File: src/rtl/boa_pkg.sv
`default_nettype none
// ============================================================================
// boa_pkg
// Shared constants and types for the boa instruction-fetch front end.
// Revision: 1.0
// ============================================================================
package boa_pkg;

    localparam logic [31:0] RV_NOP = 32'h0000_0013;

    typedef struct packed {
        logic [31:0] pc;
        logic [31:0] insn;
        logic        trap;
    } boa_if_entry_t;

    typedef enum logic [3:0] {
        TRAP_INSN_MISALIGNED = 4'd0
    } boa_trap_cause_e;

    localparam boa_if_entry_t IF_ENTRY_RESET = '{pc: 32'h0, insn: RV_NOP, trap: 1'b0};

endpackage
`default_nettype wire

File: src/rtl/boa_skid_buf.sv
`default_nettype none
// ============================================================================
// boa_skid_buf
// Output register plus one-entry skid, order-preserving valid/ready buffer.
// Revision: 1.0
// ============================================================================
module boa_skid_buf #(
    parameter type T         = logic,
    parameter T    RESET_VAL = '0
) (
    input  logic clk,
    input  logic rst,
    input  logic i_flush,
    input  logic i_valid,
    input  T     i_data,
    input  logic i_ready,
    output logic o_valid,
    output T     o_data,
    output logic o_skid_valid
);

    logic r_out_valid;
    logic r_skid_valid;
    T     r_out;
    T     r_skid;
    logic w_out_free;

    assign w_out_free = !r_out_valid || i_ready;

    always_ff @(posedge clk) begin
        if (rst) begin
            r_out_valid  <= 1'b0;
            r_skid_valid <= 1'b0;
            r_out        <= RESET_VAL;
            r_skid       <= RESET_VAL;
        end else if (i_flush) begin
            r_out_valid  <= 1'b0;
            r_skid_valid <= 1'b0;
        end else if (w_out_free) begin
            // The skid holds the older entry, so it always moves up first.
            if (r_skid_valid) begin
                r_out        <= r_skid;
                r_out_valid  <= 1'b1;
                r_skid_valid <= i_valid;
                if (i_valid) begin
                    r_skid <= i_data;
                end
            end else begin
                r_out_valid <= i_valid;
                if (i_valid) begin
                    r_out <= i_data;
                end
            end
        end else if (i_valid) begin
            r_skid       <= i_data;
            r_skid_valid <= 1'b1;
        end
    end

    assign o_valid      = r_out_valid;
    assign o_data       = r_out;
    assign o_skid_valid = r_skid_valid;

endmodule
`default_nettype wire

File: src/rtl/boa_stage_if.sv
`default_nettype none
// ============================================================================
// boa_stage_if
// RV32 fetch stage: owns the PC, issues word fetches, feeds ID via skid buffer.
// Revision: 1.0
// ============================================================================
module boa_stage_if
    import boa_pkg::*;
#(
    parameter logic [31:0] ENTRY_PC = 32'h0000_0000
) (
    input  logic        clk,
    input  logic        rst,
    output logic        mem_re,
    output logic [31:0] mem_addr,
    input  logic        mem_ready,
    input  logic [31:0] mem_rdata,
    input  logic        fw_branch,
    input  logic [31:0] fw_target,
    output logic        id_valid,
    input  logic        id_ready,
    output logic [31:0] id_pc,
    output logic [31:0] id_insn,
    output logic        id_trap
);

    logic [31:0]   r_pc;
    logic [31:0]   r_pend_pc;
    logic          r_pend;
    logic          r_pend_trap;
    logic          r_halt;

    logic          w_out_valid;
    logic          w_skid_valid;
    boa_if_entry_t w_out;
    boa_if_entry_t w_resp;
    logic          w_resp_valid;
    logic [1:0]    w_occ;
    logic          w_issue_ok;
    logic          w_misaligned;
    logic          w_accept;
    logic          w_trap_issue;

    always_comb begin
        // Entries that will still need a slot after this cycle's ID handshake.
        w_occ        = {1'b0, w_out_valid && !id_ready} + {1'b0, w_skid_valid} + {1'b0, r_pend};
        w_issue_ok   = !r_halt && !fw_branch && !rst && (w_occ < 2'd2);
        w_misaligned = (r_pc[1:0] != 2'b00);
        mem_re       = w_issue_ok && !w_misaligned;
        w_trap_issue = w_issue_ok && w_misaligned;
        w_accept     = mem_re && mem_ready;
        w_resp_valid = r_pend && !fw_branch;
        w_resp.pc    = r_pend_pc;
        w_resp.insn  = r_pend_trap ? RV_NOP : mem_rdata;
        w_resp.trap  = r_pend_trap;
    end

    assign mem_addr = r_pc;

    always_ff @(posedge clk) begin
        if (rst) begin
            r_pc        <= ENTRY_PC;
            r_pend_pc   <= 32'h0;
            r_pend      <= 1'b0;
            r_pend_trap <= 1'b0;
            r_halt      <= 1'b0;
        end else if (fw_branch) begin
            r_pc   <= fw_target;
            r_pend <= 1'b0;
            r_halt <= 1'b0;
        end else begin
            // A misaligned PC occupies the pending slot like a real fetch would.
            r_pend      <= w_accept || w_trap_issue;
            r_pend_trap <= w_trap_issue;
            r_pend_pc   <= r_pc;
            if (w_accept) begin
                r_pc <= r_pc + 32'd4;
            end
            if (w_trap_issue) begin
                r_halt <= 1'b1;
            end
        end
    end

    boa_skid_buf #(
        .T         (boa_if_entry_t),
        .RESET_VAL (IF_ENTRY_RESET)
    ) u_skid (
        .clk          (clk),
        .rst          (rst),
        .i_flush      (fw_branch),
        .i_valid      (w_resp_valid),
        .i_data       (w_resp),
        .i_ready      (id_ready),
        .o_valid      (w_out_valid),
        .o_data       (w_out),
        .o_skid_valid (w_skid_valid)
    );

    assign id_valid = w_out_valid;
    assign id_pc    = w_out.pc;
    assign id_insn  = w_out.insn;
    assign id_trap  = w_out.trap;

endmodule
`default_nettype wire
File: config.mk
export PLATFORM = sky130hd
export DESIGN_NAME = boa_stage_if
export DESIGN_NICKNAME = d
export VERILOG_FILES = /design/src/rtl/boa_pkg.sv /design/src/rtl/boa_skid_buf.sv /design/src/rtl/boa_stage_if.sv
export SDC_FILE = /design/constraint.sdc
export NUM_CORES = 1
export LEC_CHECK = 0
export CORE_MARGIN = 10
export CORE_UTILIZATION = 39
export CTS_BUF_LIST = sky130_fd_sc_hd__clkbuf_8
export DETAILED_ROUTE_END_ITERATION = 12
export PLACE_DENSITY = 0.74
export SLEW_MARGIN = 20
export SYNTH_ARGS = -nofsm -noshare
export SYNTH_HDL_FRONTEND = slang
export SYNTH_SLANG_ARGS = --single-unit
export TNS_END_PERCENT = 1
File: constraint.sdc
create_clock -name clk -period 3.6 [get_ports clk]
set_clock_uncertainty 0.05 [all_clocks]
set_input_delay 0.72 -clock clk [delete_from_list [all_inputs] [get_ports clk]]
set_output_delay 0.72 -clock clk [all_outputs]
set_load 0.005 [all_outputs]
==> summary.txt <==
Status
  – Status: complete, no violations

Floorplanning
  – Core area: 21690 sq um
  – Die width: between 150 and 200 um
  – # IOs: 168
  – Initial Util: 39.41%
  – Die area: 28240 sq um
  – Die Ht: 168.1 um
  – Row count: 54

Synth
  – #FFs+latches synth: just under 200
  – Synth Area in Adders: less than 1%
  – Largest family of logic cells by synthesized area: simple AND/OR/NAND/NOR gates
  – Post-synthesis mux area share: between 6 and 7%
  – Gate count after technology mapping: around 1000
  – Yosys warning count: 0
  – Xor and xnor area share after synthesis: less than 1%
  – Syn Nets: about 1100
  – Synth Flop Type: dfxtp_1
  – Synth Area in Compound Gates: between 15 and 20%
  – Asr flop ratio synth: 0%
  – Post-synth EDFFs: 0
  – Seq/Total Area, Yosys: between 40% and 50%
  – Post-synth cell types: 58
  – Avg Cell Area, Syn: roughly 8.5 sq um
  – Synth Area in Simple Gates: between 20 and 30%
  – Cell Area, Synth: 8548 sq um

Critical path
  – Crit path arrival time: 2570 ps
  – Critical Path Sink Type: output port
  – Worst-path cell chain: clkdlybuf4s50_1, nor2b_1, ha_1, nand2_1, nand2_1, nor3_1, clkdlybuf4s50_1
  – Family with the most delay on the worst path: buffers and inverters
  – CP Buf/Inv Count: 2
  – CP Max Fanout: 4
  – Worst path max stage delay: between 500 and 600 ps
  – Worst path slowest cell: clkdlybuf4s50_1
  – Reg-to-reg slack, setup: about 1200 ps
  – Crit path kind: input pin to output port
  – Critical Path RT: between 2000 and 3000 ps
  – CP Launch Type: input pin

Place
  – # port buffers: around 170
  – Setup WS pre-CTS: ~250 ps
  – Post-DP HPWL: roughly 16000 um
  – DP Cell Count: between 1000 and 1500
  – Routability cong.: ~0.86

Global route
  – Vias in the first global route: ~6900
  – Total global-route track usage: between 10% and 20%
  – First-pass GRT wire length: 38410 um
  – Largest net degree at the start of global routing: roughly 200
  – Initial antenna violation count: 0
  – GRT Residual Overflow: 0

Cells and area
  – Share of cells above drive strength 1: under 10%
  – # diodes: 0
  – Final Non-Filler Cells: around 1400
  – Fin util: 49.75%
  – Fill count: a little over 2000
  – Layout Nets: between 1000 and 1500
  – Synth-to-layout area growth: 26.23%

Routing
  – Antenna Nets Post-Route: 0
  – Mean routed wirelength per cell: approximately 17 um
  – Drt drc: 0
  – DR pass1 iterations: 5
  – DR vias: 7529
  – DR vias/cell: 5.321
  – Drt total wl: approximately 24000 um
  – Iteration-0 DRC count of the detailed router: between 500 and 600

Worst hold path
  – HP Class: flop to flop

Timing
  – Min Tclk post-route: 3336 ps
  – RSZ-0062 raised after global routing: no
  – Total Neg Setup Slack: 0 ps
  – # setup viols final: 0
  – WHS: 407.4 ps
  – Final Cycle Share: just over 90%
  – Rel. slew slack: between 40% and 50%
  – Final Hold Viols: 0
  – Max Fclk: 0.2997 GHz
  – Fin. max-slew vios: 0
  – Worst Max-Slew Pin Slew: 884.1 ps
  – Final worst slack: 263.8 ps

Clock tree
  – Reg clk slew, reported paths: around 90 ps
  – Worst-Skew Late Latency: about 460 ps
  – Post-CTS Resized: 0
  – H-tree levels: 4
  – CTS tree: done
  – TritonCTS Sinks: between 150 and 200
  – CTS Hold Bufs: 0
  – Num CTS Buffers: 17
  – Postcts setup bufs: 0
  – Clk root buf: clkbuf_8
  – Max clock buf depth: 2

Power
  – Pwr/cell area: 391.1 nW/um^2
  – Max VDD drop: about 200 uV
  – Leakage power: roughly 3.6 nW

Flow run
  – Max-Cap Viols: 0
Yosys cell counts (2+ instances only):
cell       count  area (sq um)
nor4_1         2         12.51
clkbuf_1      60         225.2
nor3_1        46         230.2
mux2_2         2         22.52
xor2_1         2         17.52
nand4_1       14         87.58
mux2i_1       55         550.5
o21a_1         9         67.56
buf_2          7         35.03
nor2b_1        9         56.30
and3_1         5         31.28
a21oi_1       93         465.5
inv_1         12         45.04
or3_1          3         18.77
nor4_2         2         25.02
nor3b_1       30         225.2
a311oi_1       2         17.52
and2_1         5         31.28
nor2_1       108         405.4
a2111oi_0      3         26.28
ha_1           2         25.02
a41oi_1        2         17.52
a211oi_1      65         488.0
clkbuf_8       4         55.05
dfxtp_1      199          3984
nand2_1      136         510.5
or4_1          2         15.01
a211o_1        3         26.28
a31oi_1       11         68.82
o31ai_1        2         15.01
nand2b_1       7         43.79
a22oi_1        2         15.01
buf_1         14         52.55
xnor2_1        6         52.55
nand3b_1      33         247.7
o31a_1         2         17.52
o21ai_0       11         55.05
nand3_1       13         65.06
worst min-delay path, cell delays in order (launching register included):
cell	delay [ps]
dfxtp_1	320
nand2_1	50
a21oi_1	50
sequential cells by signal, summed over array words and instances, names as in the netlist, 32 cells and up:
signal         flops
u_skid.o_data     65
u_skid.r_skid     65
r_pend_pc         32
mem_addr          32
cells by family (layout without fill, tap and decap cells):
group / Yosys count / after routing
compound gates: 210 / 210
mux: 57 / 57
xor+xnor: 8 / 8
buf+inv: 97 / 229
fa+ha+maj: 2 / 2
simple gates: 430 / 430
flops: 199 / 199
where the power goes:
| group | switching [mW] | internal [mW] |
|---|---|---|
| registers | 0.0782 | 2.27 |
| logic | 0.214 | 0.263 |
| clock network | 0.800 | 0.595 |
cells in the final DEF (no fill, tap or decap), types with 3 or more instances in the layout:
cell type        Yosys  layout
clkbuf_8             4      19
nor2b_1              9       9
and3_1               5       5
xnor2_1              6       6
buf_12               0       3
mux2i_1             55      55
a211oi_1            65      65
nand2_1            136     136
nor3b_1             30      30
nor2_1             108     108
nand3_1             13      13
clkdlybuf4s50_1      0     165
and2_1               5       5
a31oi_1             11      11
o21a_1               9       8
a2111oi_0            3       3
buf_4                0      16
nor3_1              46      45
or3_1                3       3
clkinv_4             0       3
a211o_1              3       3
nand3b_1            33      33
inv_6                0       4
nand2b_1             7       7
a21oi_1             93      93
nand4_1             14      14
o21ai_0             11      10
inv_1               12      13
dfxtp_1            199     197
metrics by stage:
step                      cell area [sq um]  total power [mW]
after floorplan                        8548             2.603
after detailed placement              10400             2.878
after global routing                  10790             4.411
after global placement                10400             2.871
after CTS                             10780             4.272
final                                 10790             4.220
layout make-up:
type                            instances  area (sq um)  share of cell area (%)
Inverter                               12         45.04                  0.4174
Timing Repair Buffer                  186          1854                   17.18
Sequential cell                       199          3991                   36.99
Tap cell                              280         350.3                   3.247
Clock buffer                           19         261.5                   2.423
Multi-Input combinational cell        707          4169                   38.64
Clock inverter                         12         118.9                   1.102
routing by layer:
layer / up-vias / share of wire [%] / track usage (%)
li1: 3776 / - / -
met1: 3545 / 47 / 21.77
met2: 182 / 46 / 25.77
met3: 26 / 6.2 / 4.214
met4: 0 / 1.5 / 4.769
met5: - / 0 / 0
final timing paths:
path	startpoint	depth (start not counted)	to
worst max-delay path	id_ready	7	mem_re
worst min-delay path	u_skid.r_skid[35]	2	u_skid.r_skid[35]
worst max register to register	u_skid.o_valid	8	mem_addr[8]
worst min register to register	u_skid.r_skid[35]	2	u_skid.r_skid[35]
No activity file was read; power rests on OpenSTA's default activity.
